===== config.mk =====
export PLATFORM = sky130hd
export DESIGN_NAME = exp_bias_pipe_m
export DESIGN_NICKNAME = d
export VERILOG_FILES = /design/src/rtl/fpu_mult_pkg.sv /design/src/rtl/exp_bias_pipe_m_stage.sv /design/src/rtl/exp_bias_pipe_m.sv
export SDC_FILE = /design/constraint.sdc
export NUM_CORES = 1
export LEC_CHECK = 0
export CAP_MARGIN = 20
export CORE_MARGIN = 8
export CORE_UTILIZATION = 30
export DETAILED_ROUTE_END_ITERATION = 8
export GPL_TIMING_DRIVEN = 1
export PLACE_DENSITY = 0.61
export SYNTH_ARGS = -nofsm -noshare
export SYNTH_HDL_FRONTEND = slang
export SYNTH_SLANG_ARGS = --single-unit

===== constraint.sdc =====
create_clock -name clk -period 4.1 [get_ports clk]
set_clock_uncertainty 0.15 [all_clocks]
set_input_delay 1.23 -clock clk [delete_from_list [all_inputs] [get_ports clk]]
set_output_delay 1.23 -clock clk [all_outputs]
set_load 0.02 [all_outputs]

===== src/rtl/fpu_mult_pkg.sv =====
// Shared types and constants for the FP multiplier datapath.
package fpu_mult_pkg;

    localparam int unsigned SP_W_EXP = 8;
    localparam int unsigned DP_W_EXP = 11;

    // Exception flags carried alongside the result exponent.
    typedef struct packed {
        logic ovf;
        logic unf;
    } exp_flags_t;

    // IEEE-style exponent bias for a w-bit exponent field.
    function automatic int unsigned exp_bias(input int unsigned w);
        return (32'd1 << (w - 1)) - 32'd1;
    endfunction

endpackage


===== src/rtl/exp_bias_pipe_m_stage.sv =====
// One elastic pipeline register with a valid/ready handshake.
module pipe_stage_m #(
    parameter int unsigned W = 8
) (
    input  logic         clk,
    input  logic         rst,
    input  logic         in_valid,
    output logic         in_ready,
    input  logic [W-1:0] in_data,
    output logic         out_valid,
    input  logic         out_ready,
    output logic [W-1:0] out_data
);

    logic         valid_q;
    logic [W-1:0] data_q;
    logic         advance;

    // Stage may load when empty or when its current content is leaving.
    always_comb begin
        advance = !valid_q || out_ready;
    end

    assign in_ready  = advance;
    assign out_valid = valid_q;
    assign out_data  = data_q;

    // Hold data while stalled; capture new data only on an accepted transfer.
    always_ff @(posedge clk) begin
        if (rst) begin
            valid_q <= 1'b0;
            data_q  <= '0;
        end else if (advance) begin
            valid_q <= in_valid;
            if (in_valid) begin
                data_q <= in_data;
            end
        end
    end

endmodule


===== src/rtl/exp_bias_pipe_m.sv =====
// Two-stage exponent unit: sum the biased exponents, then remove the bias
// and saturate to the representable range with overflow/underflow flags.
module exp_bias_pipe_m
    import fpu_mult_pkg::*;
#(
    parameter int unsigned W_Exp = SP_W_EXP
) (
    input  logic             clk,
    input  logic             rst,
    input  logic             in_valid,
    output logic             in_ready,
    input  logic [W_Exp-1:0] exp_x,
    input  logic [W_Exp-1:0] exp_y,
    input  logic             norm_inc,
    output logic             out_valid,
    input  logic             out_ready,
    output logic [W_Exp-1:0] exp_pr,
    output logic             ovf,
    output logic             unf
);

    localparam int unsigned BIAS = exp_bias(W_Exp);
    localparam logic signed [W_Exp+1:0] BIAS_S  = $signed((W_Exp+2)'(BIAS));
    localparam logic signed [W_Exp+1:0] OVF_LIM = $signed((W_Exp+2)'((32'd1 << W_Exp) - 32'd1));
    localparam logic signed [W_Exp+1:0] ZERO_S  = '0;

    logic [W_Exp:0]          sum1_d;
    logic [W_Exp:0]          sum1_q;
    logic                    v1;
    logic                    s2_ready;
    logic signed [W_Exp+1:0] s;
    exp_flags_t              flags_d;
    exp_flags_t              flags_q;
    logic [W_Exp-1:0]        exp_d;
    logic [W_Exp+1:0]        s2_q;

    // Stage 1 operand: widened sum, which cannot overflow W_Exp+1 bits.
    always_comb begin
        sum1_d = {1'b0, exp_x} + {1'b0, exp_y} + (W_Exp+1)'(norm_inc);
    end

    pipe_stage_m #(.W(W_Exp + 1)) u_s1 (
        .clk       (clk),
        .rst       (rst),
        .in_valid  (in_valid),
        .in_ready  (in_ready),
        .in_data   (sum1_d),
        .out_valid (v1),
        .out_ready (s2_ready),
        .out_data  (sum1_q)
    );

    // Remove the bias in signed arithmetic and clamp to [0, all-ones].
    always_comb begin
        s       = $signed({1'b0, sum1_q}) - BIAS_S;
        flags_d = '0;
        exp_d   = s[W_Exp-1:0];
        if (s >= OVF_LIM) begin
            flags_d.ovf = 1'b1;
            exp_d       = '1;
        end else if (s <= ZERO_S) begin
            flags_d.unf = 1'b1;
            exp_d       = '0;
        end
    end

    pipe_stage_m #(.W(W_Exp + 2)) u_s2 (
        .clk       (clk),
        .rst       (rst),
        .in_valid  (v1),
        .in_ready  (s2_ready),
        .in_data   ({flags_d, exp_d}),
        .out_valid (out_valid),
        .out_ready (out_ready),
        .out_data  (s2_q)
    );

    assign flags_q = exp_flags_t'(s2_q[W_Exp+1:W_Exp]);
    assign exp_pr  = s2_q[W_Exp-1:0];
    assign ovf     = flags_q.ovf;
    assign unf     = flags_q.unf;

endmodule


==> impl_metrics.csv <==
group,metric,value,unit
die,start_util,30.6,%
clocking,cts_setup_buffers,0,
logic_synthesis,ys_seq_area_share,29.4,%
worst_setup_path,timing.critical_path.buf_inv,2,
clocking,clock_latency,0.26,ns
die,die-area,7220,um2
logic_synthesis,synth_seq_cells,21,
logic_synthesis,yosys_warnings,0,
route,drtIter0Drc,70,
finish,antenna_cells,0,
worst_setup_path,crit_family,"buffers and inverters",
worst_setup_path,crit_path_frequent_cell,"clkdlybuf4s50_1",
hold_path,hold_end,"u_s2.out_data[5]$_SDFFE_PP0P_",
worst_setup_path,crit_path_start_kind,"input port",
hold_path,hp-class,"register to register",
logic_synthesis,synth_edf_count,0,
worst_setup_path,path_class,"input port to output pin",
route,first_pass_iters,4,
global_routing,grt_pass1_wl,5510,um
worst_setup_path,path_cells,"clkdlybuf4s50_1 -> nor2b_1 -> nand2_1 -> clkdlybuf4s50_1",
worst_setup_path,cp-end-kind,"output pin",
logic_synthesis,syn_nets,204,
global_routing,grt_max_degree,27,
global_routing,grt_antenna_before_repair,0,
logic_synthesis,syn_avg_cell_area,8.35,um2
hold_path,holdPathStages,2,
route,ant_nets,0,
clocking,cts_made_buffers,3,
finish,syn2layout_area_growth,28.6,%
worst_setup_path,cp.arrival,2.43,ns
power,p_leak,0.666,nW
global_routing,grt_usage,8.99,%
timing,final.setup.tns,0,ns
timing,setup_violations,0,
logic_synthesis,syn_inst,171,
clocking,ctsLongestPathBuffers,2,
worst_setup_path,reg2regPathDepth,7,
clocking,cts_hold_buf,0,
hold_path,hold_start,"u_s2.out_data[5]$_SDFFE_PP0P_",
route,drc,0,
placement,port_buffers,32,
route,vias,1289,
finish,final_nets,234,
clocking,cts_tree,"done",
timing,max_slew_margin,38.6,%
die,core_area,4660,um2
worst_setup_path,r2r_start,"u_s1.out_data[0]$_SDFFE_PP0P_",
clocking,clkTransAtPathRegs,0.08,ns
die,ios,33,
finish,drive_gt1_share,7.50,%
run,maxCapViolations,0,
die,die_x,85.0,um
clocking,cts_resized,0,
worst_setup_path,crit_slowest_cell,"clkdlybuf4s50_1",
worst_setup_path,cp_num_cells,4,
die,rows,25,
die,die_h,85.0,um
worst_setup_path,crit_start,"out_ready",
route,wirelength,3100,um
worst_setup_path,r2r_end,"u_s2.out_data[3]$_SDFFE_PP0P_",
route,wl_per_cell,12.2,um
timing,final_max_slew_viol_count,0,
route,viasPerCell,5.07,
placement,dp_hpwl,2450,um
timing,min_period_over_period,93.0,%
global_routing,grt-ovfl-total,0,
clocking,root_buffer,"clkbuf_8",
power,total_power,0.000540,W
power,powerDensity,294,nW/um2
logic_synthesis,synth.cell_area,1430,um2
run_status,status,"complete, no violations",
power,max-vdd-ir-drop,0.111,mV
timing,rsz0062_at_grt,"false",
clocking,cts_htree_levels,1,
logic_synthesis,ys_types,46,
timing,worst_pin_slew,0.918,ns
timing,hold_viol_final,0,
timing,fin_crit,3.81,ns
global_routing,grt_pass1_vias,1254,
worst_setup_path,worstPathRequired,2.72,ns
worst_setup_path,critical-path-max-stage-delay,0.61,ns
placement,gp_congestion,0.788,
logic_synthesis,ys.flop_type,"dfxtp_1",
clocking,cts.sinks,21,
logic_synthesis,async_flop_share,0,%
worst_setup_path,crit_fanout,3,
worst_setup_path,regToRegSetupSlack,1.35,ns
timing,fmax,262,MHz
==> placed cells by master, fill, tap and decap left out, drive strengths merged, types with 2 or more instances in the layout <==
| master | instances |
|---|---|
| a2111oi | 4 |
| a211oi | 5 |
| a21o | 3 |
| a21oi | 11 |
| and2 | 3 |
| buf | 2 |
| clkbuf | 3 |
| clkdlybuf4s50 | 32 |
| dfxtp | 21 |
| fa | 2 |
| ha | 10 |
| inv | 8 |
| nand2 | 19 |
| nand3 | 5 |
| nand3b | 5 |
| nor2 | 15 |
| nor2b | 2 |
| nor3 | 6 |
| o211ai | 5 |
| o21ai | 6 |
| o311a | 2 |
| o31ai | 2 |
| or3 | 3 |
| xnor2 | 7 |
==> tightest hold or removal path: stages (launching register included) <==
cell	delay (ns)
dfxtp_1	0.31
nand2_1	0.05
a21oi_1	0.05
==> kinds of logic (layout without fill, tap and decap cells) <==
group | count (synthesis) | in the layout | synth area share [%]
XOR/XNOR | 8 | 8 | 4.91
flip-flops | 21 | 21 | 29.4
multiplexers | 1 | 1 | 0.701
AO/OA/AOI/OAI | 46 | 46 | 25.2
AND/OR/NAND/NOR | 66 | 66 | 23.1
buffers and inverters | 17 | 46 | 5.00
adder cells (fa/ha/maj) | 12 | 12 | 11.6
==> how the worst max path moves through the flow <==
stage | slack [ns] | to
after detailed placement | 0.29 | in_ready
after CTS | 0.28 | in_ready
after global routing | 0.22 | in_ready
after floorplan | 1.08 | in_ready
after global placement | 0.28 | in_ready
final | 0.29 | in_ready
==> state kept, by name (all words and copies together) (netlist names) <==
signal,flops
u_s1.out_data,9
u_s1.out_valid,1
u_s2.out_data,10
u_s2.out_valid,1
==> layout make-up <==
type                       count  area (um2)
clock buffer                   3        41.3
clock inverter                 1        5.00
fill                         472        2830
inverter                       8        30.0
multi-input combinational    133         936
sequential                    21         420
tap                           54        67.6
timing repair buffer          34         335
==> power breakdown <==
group	total, W	switching [W]	internal, W
clock network	0.000138	0.0000699	0.0000678
registers	0.000245	0.0000235	0.000222
logic	0.000157	0.0000761	0.0000813
total	0.000540	0.000170	0.000371
==> metal layers <==
metal | wire (um) | track usage [%]
met2 | 1490 | 15.1
met5 | 0 | 0
met3 | 109 | 2.41
met1 | 1440 | 10.7
met4 | 57 | 3.07
==> through the flow <==
stage	std cells	utilization, %	hold WS, ns	setup slack, ns	area (um2)
after global placement	250	38.4	0.294	0.280	1790
final	254	39.4	0.303	0.285	1840
after CTS	254	39.4	0.306	0.276	1840
after floorplan	171	-	0.340	1.08	1430
after global routing	254	39.4	0.332	0.222	1840
after detailed placement	250	38.4	0.295	0.285	1790
==> synthesized netlist by cell type (2+ instances only) <==
library cell  number  area share (%)
a21oi_1           11             3.9
ha_1              10             8.8
o31ai_1            2             1.1
clkbuf_1           6             1.6
or3_1              3             1.3
buf_4              2             1.1
a2111oi_2          3             3.2
nor2_1            15             3.9
a21o_1             3             1.6
a211oi_1           5             2.6
o211ai_1           5             2.6
and2_1             2            0.88
dfxtp_1           21              29
nor3_1             6             2.1
nand3_1            5             1.8
nor2b_1            2            0.88
nand3b_1           5             2.6
inv_1              8             2.1
fa_1               2             2.8
xnor2_1            7             4.3
o21ai_0            6             2.1
nand2_1           18             4.7
No activity file was read; power rests on OpenSTA's default activity.
